## config.mk

```make
export PLATFORM = sky130hd
export DESIGN_NAME = rf_ckpt_ctrl
export DESIGN_NICKNAME = d
export VERILOG_FILES = /design/src/rtl/rf_ckpt_ctrl.sv
export SDC_FILE = /design/constraint.sdc
export NUM_CORES = 1
export LEC_CHECK = 0
export ABC_AREA = 1
export CAP_MARGIN = 20
export CORE_ASPECT_RATIO = 1.75
export CORE_UTILIZATION = 40
export DETAILED_ROUTE_END_ITERATION = 10
export MAX_ROUTING_LAYER = met4
export PLACE_DENSITY = 0.6
export SYNTH_ARGS = -nofsm -noshare
export SYNTH_HDL_FRONTEND = slang
export SYNTH_SLANG_ARGS = --single-unit
```

## constraint.sdc

```tcl
create_clock -name CLK -period 2.05 [get_ports CLK]
set_input_delay 0.41 -clock CLK [delete_from_list [all_inputs] [get_ports CLK]]
set_output_delay 0.41 -clock CLK [all_outputs]
set_load 0.005 [all_outputs]
```

## src/rtl/rf_ckpt_ctrl.sv

```systemverilog
// Register-file checkpoint controller: ring of snapshot slots with commit and one-cycle restore.
// Optional sticky ERR output is enabled by defining NCPU_CKPT_ERR_EN.
module rf_ckpt_ctrl #(
    parameter int DW = 1,
    parameter int AW = 2,
    parameter int CW = 2
) (
    input  logic                    CLK,
    input  logic                    RST,
    input  logic [DW*(1<<AW)-1:0]   RF_DO,
    output logic                    RF_REP,
    output logic [DW*(1<<AW)-1:0]   RF_DI,
    input  logic                    CKPT_REQ,
    output logic                    CKPT_RDY,
    output logic [CW-1:0]           CKPT_ID,
    input  logic                    CMT,
    input  logic                    RECOV,
    input  logic [CW-1:0]           RECOV_ID,
    output logic                    BUSY,
`ifdef NCPU_CKPT_ERR_EN
    output logic                    ERR,
`endif
    output logic [CW:0]             COUNT
);

    localparam int          NUM_CKPT = 1 << CW;
    localparam int          IW       = DW * (1 << AW);
    localparam logic [CW:0] FULL_C   = (CW+1)'(NUM_CKPT);
    localparam logic [CW:0] ONE_C    = (CW+1)'(1);
    localparam logic [CW:0] ZERO_C   = (CW+1)'(0);

    typedef enum logic {
        ST_IDLE    = 1'b0,
        ST_RESTORE = 1'b1
    } state_t;

    state_t          state_q, state_d;
    logic [CW-1:0]   head_q, head_d;
    logic [CW-1:0]   tail_q, tail_d;
    logic [CW:0]     count_q, count_d;
    logic [IW-1:0]   rf_di_q, rf_di_d;
    logic [IW-1:0]   slot_q [NUM_CKPT];

    logic            rdy_s;
    logic            push_s;
    logic            pop_s;
    logic            slot_we_s;
    logic [CW-1:0]   recov_off_s;
    logic            recov_ok_s;

    // A restore target is legal only if it lies within the allocated window [head, tail).
    assign recov_off_s = RECOV_ID - head_q;
    assign recov_ok_s  = ({1'b0, recov_off_s} < count_q);

    assign rdy_s  = (count_q != FULL_C) & ~RECOV & (state_q == ST_IDLE);
    assign push_s = CKPT_REQ & rdy_s;
    assign pop_s  = CMT & (count_q != ZERO_C) & ~RECOV & (state_q == ST_IDLE);

    // Next-state computation for the ring pointers, restore image and FSM.
    always_comb begin
        state_d   = state_q;
        head_d    = head_q;
        tail_d    = tail_q;
        count_d   = count_q;
        rf_di_d   = rf_di_q;
        slot_we_s = 1'b0;
        case (state_q)
            ST_IDLE: begin
                if (RECOV) begin
                    if (recov_ok_s) begin
                        rf_di_d = slot_q[RECOV_ID];
                        tail_d  = RECOV_ID;
                        count_d = {1'b0, recov_off_s};
                        state_d = ST_RESTORE;
                    end else begin
                        state_d = ST_IDLE;
                    end
                end else begin
                    if (push_s) begin
                        slot_we_s = 1'b1;
                        tail_d    = tail_q + CW'(1);
                    end else begin
                        tail_d    = tail_q;
                    end
                    if (pop_s) begin
                        head_d = head_q + CW'(1);
                    end else begin
                        head_d = head_q;
                    end
                    case ({push_s, pop_s})
                        2'b10:   count_d = count_q + ONE_C;
                        2'b01:   count_d = count_q - ONE_C;
                        default: count_d = count_q;
                    endcase
                end
            end
            ST_RESTORE: state_d = ST_IDLE;
            default:    state_d = ST_IDLE;
        endcase
    end

    // Control state; slot storage is intentionally left out of reset.
    always_ff @(posedge CLK or negedge RST) begin
        if (!RST) begin
            state_q <= ST_IDLE;
            head_q  <= {CW{1'b0}};
            tail_q  <= {CW{1'b0}};
            count_q <= {(CW+1){1'b0}};
            rf_di_q <= {IW{1'b0}};
        end else begin
            state_q <= state_d;
            head_q  <= head_d;
            tail_q  <= tail_d;
            count_q <= count_d;
            rf_di_q <= rf_di_d;
        end
    end

    // Snapshot capture into the slot at the tail.
    always_ff @(posedge CLK) begin
        if (slot_we_s) begin
            slot_q[tail_q] <= RF_DO;
        end
    end

`ifdef NCPU_CKPT_ERR_EN
    logic err_q, err_d;
    logic err_set_s;

    assign err_set_s = (state_q == ST_IDLE) &
                       ((RECOV & ~recov_ok_s) | (~RECOV & CMT & (count_q == ZERO_C)));

    // Sticky error flag.
    always_comb begin
        if (err_set_s) begin
            err_d = 1'b1;
        end else begin
            err_d = err_q;
        end
    end

    // Error flag register.
    always_ff @(posedge CLK or negedge RST) begin
        if (!RST) begin
            err_q <= 1'b0;
        end else begin
            err_q <= err_d;
        end
    end

    assign ERR = err_q;
`endif

    assign CKPT_RDY = rdy_s;
    assign CKPT_ID  = tail_q;
    assign RF_REP   = (state_q == ST_RESTORE);
    assign BUSY     = (state_q == ST_RESTORE);
    assign RF_DI    = rf_di_q;
    assign COUNT    = count_q;

endmodule

```

# Yosys cells after proc, flatten, opt, wreduce, memory -nomap -nowiden
# Memories as Yosys holds them, arrays and structs flattened. A register that Yosys moved wholly into a read port is not among the register bits.
# Cells that the tools add are included.
# Widths: inputs -> output; s select.
# totals
ram_bits	16
mem_count	1
register_bits	8
in_bits	11
# classes
n_addsub	5
muxes	14
eq_ne	4
reduce_logical	8
n_bitwise	8
order_cmp	1
# memory_table
name	words	width	read_ports	rd_ports_with_merged_regs	write_ports	line_no	source
slot_q	4	4	1	1	1	42	logic [IW-1:0] slot_q [NUM_CKPT];
# ops
op	n
$reduce_and 3->1	4
$mux 1	7
$and 1x1->1	6
$mux 2	3
$mux 3	2
$pmux 3 s2	1
$reduce_bool 3->1	2
$add 2x1->2 const B	2
$add 3x1->3 const B	1
$lt 2x3->1	1
$ne 3x3->1 const B	1
$sub 3x1->3 const B	1
$eq 2x1->1 const B	1
$eq 2x2->1 const B	1
$ne 2x1->1 const B	1
$not 1->1	2
$pmux 1 s2	1
$reduce_bool 2->1	1
$sub 2x2->2	1
$logic_not 1->1	1

# Longest topological paths before layout
# Gate-level depths: netlist (run 1).
# depth
ltp_word	9
ltp_mapped	14

# Least setup slack after synthesis (run 1)
# OpenSTA, ideal clock, no wires.
# synth_timing
path_kind	input to register
start	input RECOV_ID[0]
end	register tail_q[0], in the netlist CKPT_ID[0]
required_ns	1.933
slack_ns	-0.197
stages	14
setup_time_ns	0.117
arrival_time_ns	2.130
path_cell_list	buf_2 > clkinv_1 > ha_1 > a21o_1 > nand2_1 > inv_1 > ha_1 > a21boi_0 > o21ai_0 > nand2_1 > nand2_2 > nand2_1 > nand2_1 > nand2_1
# synth_via
elab_chain_len	4
# synth_rtl
element	line_no	source
from (decl)	18	input logic [CW-1:0] RECOV_ID,
$sub 2x2->2	52	assign recov_off_s = RECOV_ID - head_q;
$lt 2x3->1	53	assign recov_ok_s = ({1'b0, recov_off_s} < count_q);
$ne 2x1->1 (no line)	--	
$reduce_and 3->1 (no line)	--	
to (signal assigned)	107	tail_q <= {CW{1'b0}};
to (signal assigned)	113	tail_q <= tail_d;
to (decl)	39	logic [CW-1:0] tail_q, tail_d;
# Several ways; a longest one is shown, not always the timed one. The select of a mux whose other input is x is not followed.
# A chain may end at the register's enable or synchronous reset.

# Worst setup path in the final report (run 1)
# layout_timing
start	input RECOV
end	register count_q[1], in the netlist COUNT[1]
# layout_via
elab_chain_len	7
# layout_rtl
element	line_no	source
from (decl)	17	input logic RECOV,
$not 1->1 (no line)	--	
$and 1x1->1 (2 in a row)	55	assign rdy_s = (count_q != FULL_C) & ~RECOV & (state_q == ST_IDLE);
$and 1x1->1	56	assign push_s = CKPT_REQ & rdy_s;
$eq 2x1->1 / $eq 2x2->1 (equally long branches)	90	case ({push_s, pop_s})
$pmux 3 s2 / $reduce_bool 3->1 (equally long branches)	--	
$mux 3 / $reduce_and 3->1 (equally long branches)	--	
to (signal assigned)	108	count_q <= {(CW+1){1'b0}};
to (signal assigned)	114	count_q <= count_d;
to (decl)	40	logic [CW:0] count_q, count_d;
# Several ways; a longest one is shown, not always the timed one.

==> results by group, run 1 <==
Clocking
  – CTS Buf Count: 3
  – # hold bufs at CTS: 0
  – CTS tree: done
  – Clk root buf: clkbuf_8
  – Worst skew pair latency: between 200 and 300 ps
  – Max clock buf depth: 2
  – Clk sinks: 28
  – Clock transition at the registers of the reported paths: 90 ps
  – Htree depth: 1

Timing
  – Max Slew Vio Count: 0
  – Clk_skew: between 3 and 4 ps
  – Period utilisation layout: 95.8%
  – Fmax: 509 MHz
  – RSZ-0062 raised after global routing: true
  – Final worst path period need: roughly 2000 ps
  – Slew headroom: 59.8%
  – Worst Max-Slew Pin Slew: between 600 and 700 ps
  – Endpoints failing hold: 0
  – Final setup fails: 0

Place
  – DP Wirelength: approximately 2300 um
  – PortBufs: 22
  – Placed insts: ~230
  – Gpl congestion: 0.851

Finish
  – Layout Cells excl Fill: approximately 230
  – Multi-input gate area: 583 sq um
  – Nets: about 210
  – FF/Latch Area: between 700 and 800 sq um
  – Diode count: 0
  – Area grow syn2layout: 35.7%
  – Layout cells sized above 1: 22.3%
  – Fill count: between 300 and 400

Yosys
  – Library cells used by synthesis: 26
  – Synth cell count leaders: nand2_1, edfxtp_1, o21ai_0
  – Simple-gate share of the synthesized area: a little over a fifth
  – Post-synthesis mux area share: 0%
  – Register area share after synthesis: between 50% and 60%
  – Synth Area in Adders: roughly 6.7%
  – Mapped Cells: approximately 150
  – Yosys reg bits: 28
  – Ys flop type: edfxtp_1
  – Mapped Nets: between 150 and 200
  – Mapped cell area: approximately 1400 sq um
  – Area leader, netlist: edfxtp_1
  – Top cells by area in the synthesized netlist: edfxtp_1, dfrtp_1, nand2_1
  – Synth Warn #: 0
  – Post-synth EDFFs: 16
  – Largest family of logic cells by synthesized area: simple AND/OR/NAND/NOR gates
  – Complex-gate fraction of the synthesized area: 8.84%
  – Xor and xnor fraction of the mapped netlist area: 1.86%
  – Async S/R FF share, synth: between 40% and 50%
  – Most frequent cell after synthesis: nand2_1
  – Syn Area/Cell: just under 10 sq um
  – Share of the synthesized area in the top cell type: about a third

Detailed routing
  – Vias: roughly 1,100
  – DRT antenna net count: 0
  – Routed vias/inst: approximately 4.7
  – DRT iter0 DRCs: 17
  – Post-route DRC violation count: 0
  – Wire per inst: about 13 um
  – Drt pass-1 iters: 4
  – Total Routed Length: 2930 um

Global route
  – Pin count of the biggest net entering global routing: 17
  – Global-route usage over all layers: about 18%
  – Total grt overflow: 0
  – Initial antenna violation count: 0
  – Number of global-route vias before repair: ~1,100
  – First-pass GRT wire length: 4620 um

Outcome
  – Status: completed

Floorplan
  – I/O Pins: 23
  – Die height: 80.7 um
  – Core area: roughly 3400 sq um
  – Die Wd: 47.0 um
  – Area of the die: around 3800 sq um
  – Initial Utilization: between 40% and 50%
  – Cell row count: 28

Min path
  – Hold Path Class: input port to asynchronous set/reset pin

Setup path
  – Buf/Inv on CP: 3
  – CP endpoint kind: flip-flop
  – Crit path max fanout: 4
  – CP arrival: around 2200 ps
  – CP startpoint kind: input port
  – Max stage delay on crit path: around 500 ps
  – Crit path kind: input port to flip-flop
  – Slowest cell on crit path: clkdlybuf4s50_1
  – Crit path max-delay family: simple AND/OR/NAND/NOR gates
  – WP data required: between 2000 and 2500 ps
  – CP cell instances: clkdlybuf4s50_1 > inv_2 > nand2_4 > inv_2 > nand3_4 > nand2_4 > fa_1 > or2_2 > nand2_1 > nand3_1 > nand2_1

Flow run
  – MaxCap Viol Count: 0

Power
  – Leakage Power: 0.000854 uW
  – Pwr per Cell Area: approximately 1200 nW/um^2
  – VDD IR-drop max: 0.653 mV
  – Power Total: 2320 uW
flip-flops by register name, summed over array words and instances, names as in the netlist:
| register | flops |
|---|---|
| BUSY | 1 |
| COUNT | 3 |
| head_q | 2 |
| CKPT_ID | 2 |
| slot_q | 16 |
| RF_DI | 4 |
worst register-to-register path, delay by kind of cell (launching register included):
kind / cells / cell delay, ps
compound gates: 3 / 450
simple gates: 6 / 480
buf+inv: 1 / 40
fa+ha+maj: 2 / 470
flops: 1 / 430
final cells by class:
| class | instances | area share (%) |
|---|---|---|
| Sequential cell | 28 | 40.7 |
| Multi-Input combinational cell | 98 | 30.4 |
| Inverter | 17 | 3.58 |
| Timing Repair Buffer | 41 | 18.8 |
| Clock buffer | 3 | 2.15 |
| Tap cell | 45 | 2.93 |
| Clock inverter | 1 | 1.56 |
kinds of logic after synthesis:
logic type      after synthesis
fa+ha+maj                     7
buf+inv                      20
flops                        28
compound gates               23
xor+xnor                      3
simple gates                 65
power breakdown:
| group | switching (uW) | internal (uW) |
|---|---|---|
| Combinational | 534 | 511 |
| Sequential | 107 | 740 |
| Clock | 167 | 261 |
final timing paths:
kind	cells after the start	slack (ps)	end	startpoint
max	11	90	COUNT[1]$_DFFE_PN0P_	RECOV
min	1	510	head_q[0]$_DFFE_PN0P_	RST
max reg2reg	12	90	COUNT[0]$_DFFE_PN0P_	head_q[0]$_DFFE_PN0P_
min reg2reg	2	520	RF_DI[3]$_DFFE_PN0P_	RF_DI[3]$_DFFE_PN0P_
max in group asynchronous	1	1150	COUNT[1]$_DFFE_PN0P_	RST
min in group CLK	2	520	RF_DI[3]$_DFFE_PN0P_	RF_DI[3]$_DFFE_PN0P_
per-stage QoR:
stage / setup TNS, ps / hold WS [ps] / util [%] / instance area [sq um] / worst slack [ps]
6_report: 0 / 509 / 57.1 / 1920 / 86.1
5_1_grt: -152 / 540 / 57.1 / 1920 / -34.5
4_1_cts: 0 / 514 / 56.1 / 1890 / 20.2
3_5_place_dp: -5170 / 494 / 53.8 / 1810 / -563
3_3_place_gp: -4630 / 491 / 53.8 / 1810 / -511
2_1_floorplan: 0 / 114 / - / 1430 / 6.28
layout by cell type, fill, tap and decap left out, types with 2 or more instances in the layout:
| cell type | synthesis | routed |
|---|---|---|
| dfrtp_1 | 12 | 12 |
| o22ai_1 | 4 | 4 |
| xor2_1 | 3 | 3 |
| buf_4 | 1 | 19 |
| inv_1 | 14 | 14 |
| nor2_1 | 13 | 12 |
| dlygate4sd2_1 | 0 | 2 |
| nand2_4 | 2 | 4 |
| nand3_1 | 9 | 9 |
| inv_2 | 2 | 2 |
| o21ai_0 | 16 | 15 |
| edfxtp_1 | 16 | 16 |
| clkdlybuf4s50_1 | 0 | 19 |
| nand2_1 | 34 | 30 |
| nand2_2 | 2 | 4 |
| clkbuf_8 | 0 | 3 |
| nor2_2 | 1 | 2 |
| ha_1 | 6 | 5 |
layer usage:
metal / part of all wire, % / global-route usage [%] / up-vias
li1: - / - / 564
met4: 0.72 / 8.57 / 0
met3: 2.4 / 2.25 / 2
met5: 0 / - / -
met2: 61 / 33.2 / 15
met1: 36 / 16.4 / 515
what timing repair did:
| item | in CTS | in global routing |
|---|---|---|
| endpoints found under the setup margin | 11 | 9 |
| pin swaps | 0 | 4 |
| resized for setup | 5 | 8 |
| setup buffers | 0 | 2 |
(Power assumes the default switching activity.)
==> inputs of run 2 (changes only) <==
--- a/config.mk
+++ b/config.mk
@@ -10,8 +10,8 @@
 export CORE_ASPECT_RATIO = 1.75
 export CORE_UTILIZATION = 40
 export DETAILED_ROUTE_END_ITERATION = 10
-export MAX_ROUTING_LAYER = met4
 export PLACE_DENSITY = 0.6
+export RECOVER_POWER = 50
 export SYNTH_ARGS = -nofsm -noshare
 export SYNTH_HDL_FRONTEND = slang
 export SYNTH_SLANG_ARGS = --single-unit
==> run 2 against run 1 <==
Net effect: flip-flop and latch count is the same; largest power group unchanged; clock power hardly changed; die area unchanged; maximum frequency hardly changed; critical path depth unchanged; combinational power barely moved.
==> results by group, run 2 (synthesized netlist as in run 1, its figures left out) <==
Outcome
  – Status: completed

Clocking
  – CTS Buf Count: 3
  – Htree depth: 1
  – Clk sinks: 28
  – Worst skew pair latency: about 270 ps
  – # hold bufs at CTS: 0
  – Clk root buf: clkbuf_8
  – Clock transition at the registers of the reported paths: approximately 90 ps
  – Max clock buf depth: 2
  – CTS tree: done

Power
  – Pwr per Cell Area: ~1200 nW/um^2
  – VDD IR-drop max: approximately 0.65 mV
  – Power Total: about 2300 uW
  – Leakage Power: around 0.00085 uW

Finish
  – Layout cells sized above 1: between 20% and 30%
  – Nets: between 200 and 250
  – Area grow syn2layout: 35.7%
  – Max reg flops: 16
  – FF/Latch Area: 781 sq um
  – Multi-input gate area: approximately 600 sq um
  – Most frequent cells in the layout: nand2_1, buf_4, edfxtp_1
  – Fill count: between 300 and 400
  – Top reg by flops: slot_q
  – Diode count: 0
  – Most common cell after layout, fill and taps aside: nand2_1

Detailed routing
  – Vias: ~1,100
  – Total Routed Length: around 2900 um
  – Post-route DRC violation count: 0
  – Metal2 WL: 1790 um
  – Routed vias/inst: 4.71
  – DRT iter0 DRCs: 19
  – Drt pass-1 iters: 4
  – Wire per inst: about 13 um
  – Routed met3 length: about 70 um
  – DR top layer: met4
  – Wire length on met1: roughly 1000 um
  – DRT antenna net count: 0

Setup path
  – CP arrival: about 2200 ps
  – CP startpoint kind: input port
  – Slowest cell on crit path: clkdlybuf4s50_1
  – RR Endpoint: COUNT[0]$_DFFE_PN0P_
  – Max stage delay on crit path: approximately 500 ps
  – R2R Setup Slk: 90 ps
  – Worst r2r src: head_q[0]$_DFFE_PN0P_
  – CP cell instances: clkdlybuf4s50_1 > inv_2 > nand2_4 > inv_2 > nand3_4 > nand2_4 > fa_1 > or2_2 > nand2_1 > nand3_1 > nand2_1
  – Crit path max fanout: 4
  – R2R cell count: 12
  – WP data required: approximately 2300 ps
  – Crit path kind: input port to flip-flop
  – CP endpoint kind: flip-flop

Global route
  – Global-route usage over all layers: ~17%
  – Number of global-route vias before repair: around 1,100
  – Initial antenna violation count: 0
  – First-pass GRT wire length: approximately 4600 um
  – Total grt overflow: 0
  – Pin count of the biggest net entering global routing: 17

Min path
  – WHS Path Cells: 2
  – Min-Delay Endpoint: RF_DI[3]$_DFFE_PN0P_
  – Hold Path Class: flip-flop to flip-flop
  – Hold_sp: RF_DI[3]$_DFFE_PN0P_

Flow run
  – MaxCap Viol Count: 0

Floorplan
  – I/O Pins: 23
  – Initial Utilization: between 40% and 50%
  – Die Wd: between 40 and 50 um
  – Die height: approximately 81 um
  – Area of the die: about 3800 sq um
  – Core area: 3360 sq um
  – Cell row count: 28

Place
  – PortBufs: 22
  – DP Wirelength: about 2300 um
  – Gpl congestion: ~0.84

Timing
  – Period utilisation layout: between 90 and 100%
  – Max Slew Vio Count: 0
  – RSZ-0062 raised after global routing: true
  – Clk_skew: between 3 and 4 ps
  – Fmax: 509 MHz
  – Hold_ws: approximately 520 ps
  – Worst Max-Slew Pin Slew: 607 ps
  – Endpoints failing hold: 0
  – Slew headroom: between 50% and 60%
  – Final setup fails: 0
  – Final worst path period need: 1960 ps
-- run 2: how the worst max path moves through the flow --
stage | startpoint | endpoint | slack [ps] | depth (start not counted)
after floorplan | RECOV_ID[0] | CKPT_ID[0]$_DFFE_PN0P_ | 6 | 14
after global placement | RECOV_ID[0] | CKPT_ID[0]$_DFFE_PN0P_ | -510 | 14
after detailed placement | RECOV_ID[0] | CKPT_ID[1]$_DFFE_PN0P_ | -560 | 14
after CTS | RECOV_ID[0] | CKPT_ID[1]$_DFFE_PN0P_ | 20 | 14
after global routing | head_q[0]$_DFFE_PN0P_ | COUNT[2]$_DFFE_PN0P_ | -30 | 12
final | RECOV | COUNT[1]$_DFFE_PN0P_ | 90 | 11
-- run 2: cell type report --
type                    count  share of cell area [%]
flip-flops and latches     28                    40.7
multi-input cells          98                    30.4
repair buffers             41                    18.8
inverters                  17                    3.58
well taps                  45                    2.93
clock buffers               3                    2.15
clock inverters             1                    1.56
-- run 2: routing by layer --
layer,GRT usage [%],vias to the layer above
li1,-,564
met1,16.6,517
met2,33.2,15
met3,2.25,2
met4,8.57,0
met5,0,-
-- run 2: power breakdown --
part	switching [uW]	internal [uW]	leakage, uW
Sequential	108	740	0.000294
Clock	167	261	0.0000357
Combinational	534	509	0.000525
Total	808	1510	0.000855
-- run 2: worst max-delay path: cells and delay by family --
| family | cells | cell delay (ps) |
|---|---|---|
| buffers and inverters | 3 | 620 |
| adders and majority gates | 1 | 420 |
| and+or+nand+nor | 7 | 720 |
-- run 2: through the flow --
stage          area [sq um]  util [%]  setup slack (ps)  instances  setup TNS, ps
4_1_cts                1890      56.1              20.2        231              0
3_5_place_dp           1810      53.8              -563        227          -5170
5_1_grt                1920      57.1             -34.5        233           -152
2_1_floorplan          1430         -              6.28        146              0
3_3_place_gp           1810      53.8              -511        227          -4630
6_report               1920      57.1              86.1        233              0
-- run 2: what timing repair did --
action                                  in CTS  in global routing
hold endpoints to repair                     0                  0
endpoints found under the setup margin      11                  9
setup buffers                                0                  2
gates resized for setup                      5                  8
pin swaps                                    0                  4
==> inputs of run 3 (changes only) <==
--- a/config.mk
+++ b/config.mk
@@ -7,11 +7,12 @@
 export LEC_CHECK = 0
 export ABC_AREA = 1
 export CAP_MARGIN = 20
-export CORE_ASPECT_RATIO = 1.75
 export CORE_UTILIZATION = 40
 export DETAILED_ROUTE_END_ITERATION = 10
+export GPL_TIMING_DRIVEN = 0
 export PLACE_DENSITY = 0.6
 export RECOVER_POWER = 50
 export SYNTH_ARGS = -nofsm -noshare
 export SYNTH_HDL_FRONTEND = slang
 export SYNTH_SLANG_ARGS = --single-unit
+export TNS_END_PERCENT = 1
==> run 3 against run 2 <==
Net effect: sequential power rose by 2%; design area fell by 4.5%; count of clock-buffer cells in the layout did not move; setup slack improved by 15 ps; combinational power rose by 4%; first-iteration DRC count rose by 130%; maximum frequency rose by 0.78%.
==> results by group, run 3 (synthesized netlist as in run 1, its figures left out) <==
Outcome
  – Status: completed

Finish
  – Nets: between 150 and 200
  – Most common cell after layout, fill and taps aside: nand2_1
  – Layout Cells excl Fill: about 220
  – Final core occ: 54.5%
  – Diode count: 0
  – Most frequent cells in the layout: nand2_1, edfxtp_1, o21ai_0, clkdlybuf4s50_1, nor2_1
  – Finished layout cell area: about 1800 sq um
  – Fill count: 331
  – Multi-input gate area: between 600 and 700 sq um
  – Top reg by flops: slot_q
  – FF/Latch Area: between 700 and 800 sq um
  – Max reg flops: 16
  – Layout cells sized above 1: a little over a fifth
  – Area grow syn2layout: 29.6%

Global route
  – Global-route usage over all layers: between 15 and 20%
  – Initial antenna violation count: 0
  – First-pass GRT wire length: 4210 um
  – Total grt overflow: 0
  – Pin count of the biggest net entering global routing: 17
  – Number of global-route vias before repair: a little under 1,000

Floorplan
  – Cell row count: 21
  – Die Wd: between 60 and 70 um
  – Die height: slightly above 60 um
  – I/O Pins: 23
  – Core area: ~3400 sq um
  – Initial Utilization: approximately 42%
  – Area of the die: between 3000 and 4000 sq um

Timing
  – Slew headroom: between 60 and 70%
  – Worst Max-Slew Pin Slew: approximately 570 ps
  – Final worst path period need: about 1900 ps
  – Final setup fails: 0
  – RSZ-0062 raised after global routing: true
  – Max Slew Vio Count: 0
  – Hold_ws: slightly below 500 ps
  – Setup_tns: 0 ps
  – Endpoints failing hold: 0
  – Period utilisation layout: roughly 95%
  – Fmax: 513 MHz
  – Clk_skew: roughly 2.3 ps

Detailed routing
  – Drt pass-1 iters: 4
  – Vias: around 1,000
  – Wire per inst: ~13 um
  – DRT iter0 DRCs: 44
  – Total Routed Length: between 2000 and 3000 um
  – Post-route DRC violation count: 0
  – Routed vias/inst: roughly 4.8
  – DRT antenna net count: 0

Power
  – Pint: between 1000 and 1500 uW
  – Clock network fraction of design power: 15.7%
  – Comb pwr share: roughly 47%
  – Switch share: a little under two fifths
  – Switch Pwr: ~860 uW
  – Pwr per Cell Area: around 1300 nW/um^2
  – Flop pwr share: 37.3%
  – Leakage Power: ~0.0008 uW
  – VDD IR-drop max: 0.607 mV

Clocking
  – Worst skew pair latency: between 300 and 400 ps
  – Htree depth: 1
  – Clk root buf: clkbuf_4
  – Clk sinks: 28
  – CTS tree: done
  – Max clock buf depth: 2
  – # hold bufs at CTS: 0
  – CTS Buf Count: 3
  – Clock transition at the registers of the reported paths: ~150 ps

Place
  – Gpl congestion: between 0.7 and 0.8
  – Placed insts: 213
  – DP Wirelength: ~2000 um
  – Dpl cell area: about 1700 sq um
  – PortBufs: 21

Setup path
  – CP endpoint kind: flip-flop
  – CP startpoint kind: flip-flop
  – Crit path max fanout: 7
  – Crit path kind: flip-flop to flip-flop
  – WP data required: around 2300 ps
  – CP arrival: 2230 ps

Flow run
  – MaxCap Viol Count: 0

Min path
  – Hold Path Class: input port to flip-flop
[run 3: cell count changes in the layout (fill, tap and decap cells not counted), moves of 3 or more]
cell      delta
buf_4       -16
clkbuf_4     +3
clkbuf_8     -3
inv_1        -3
inv_2        +3
[run 3: path summary, 6_finish.rpt]
kind | from | to | slack (ps) | cells after the start
setup / recovery | COUNT[0]$_DFFE_PN0P_ | COUNT[1]$_DFFE_PN0P_ | 100 | 9
hold / removal | RECOV_ID[0] | CKPT_ID[0]$_DFFE_PN0P_ | 490 | 5
setup reg to reg | COUNT[0]$_DFFE_PN0P_ | COUNT[1]$_DFFE_PN0P_ | 100 | 9
hold reg to reg | RF_DI[1]$_DFFE_PN0P_ | RF_DI[1]$_DFFE_PN0P_ | 500 | 2
max in group asynchronous | RST | COUNT[0]$_DFFE_PN0P_ | 1150 | 1
min in group asynchronous | RST | COUNT[2]$_DFFE_PN0P_ | 500 | 1
[run 3: metal layers]
| layer | routed length (um) | GRT usage, % | vias to the layer above | share of wire (%) |
|---|---|---|---|---|
| met5 | 0 | 0 | - | 0 |
| met4 | 46 | 7.62 | 0 | 1.7 |
| met3 | 112 | 3.78 | 6 | 4.0 |
| met2 | 1400 | 26.3 | 23 | 50 |
| met1 | 1210 | 19.8 | 486 | 44 |
| li1 | - | - | 534 | - |
[run 3: layout make-up]
type,count,share of cell area (%)
sequential,28,42.7
multi-input combinational,98,34.0
timing repair buffer,23,12.3
inverter,17,3.75
tap,46,3.14
clock inverter,1,1.64
clock buffer,3,1.23
buffer,3,1.23
[run 3: power by group through the flow]
stage	combinational, uW	clock (uW)	sequential, uW
6_report	1080	363	861
5_1_grt	1220	387	880
4_1_cts	913	366	850
3_5_place_dp	907	0	862
3_3_place_gp	878	0	853
2_1_floorplan	550	0	846
[run 3: critical path, cell delays in order (launching register included)]
cell and delay (ps):
dfrtp_2 480, nor2_2 170, nand2_1 110, nand3_4 120, nand2_4 80, fa_1 430
or2_2 280, nand2_1 70, nand3_1 90, nand2_2 70
[run 3: what timing repair did]
item / 4_1_cts / 5_1_grt
gates resized for setup: 4 / 22
setup endpoints to repair: 11 / 10
pin swaps: 0 / 7
setup buffers: 1 / 1
[run 3: per-stage QoR]
step / total power (uW) / setup WS [ps]
floorplan: 1400 / 6.28
detailed placement: 1770 / -632
CTS: 2130 / 1.66
finish: 2310 / 101
global route: 2490 / -29.2
global placement: 1730 / -558
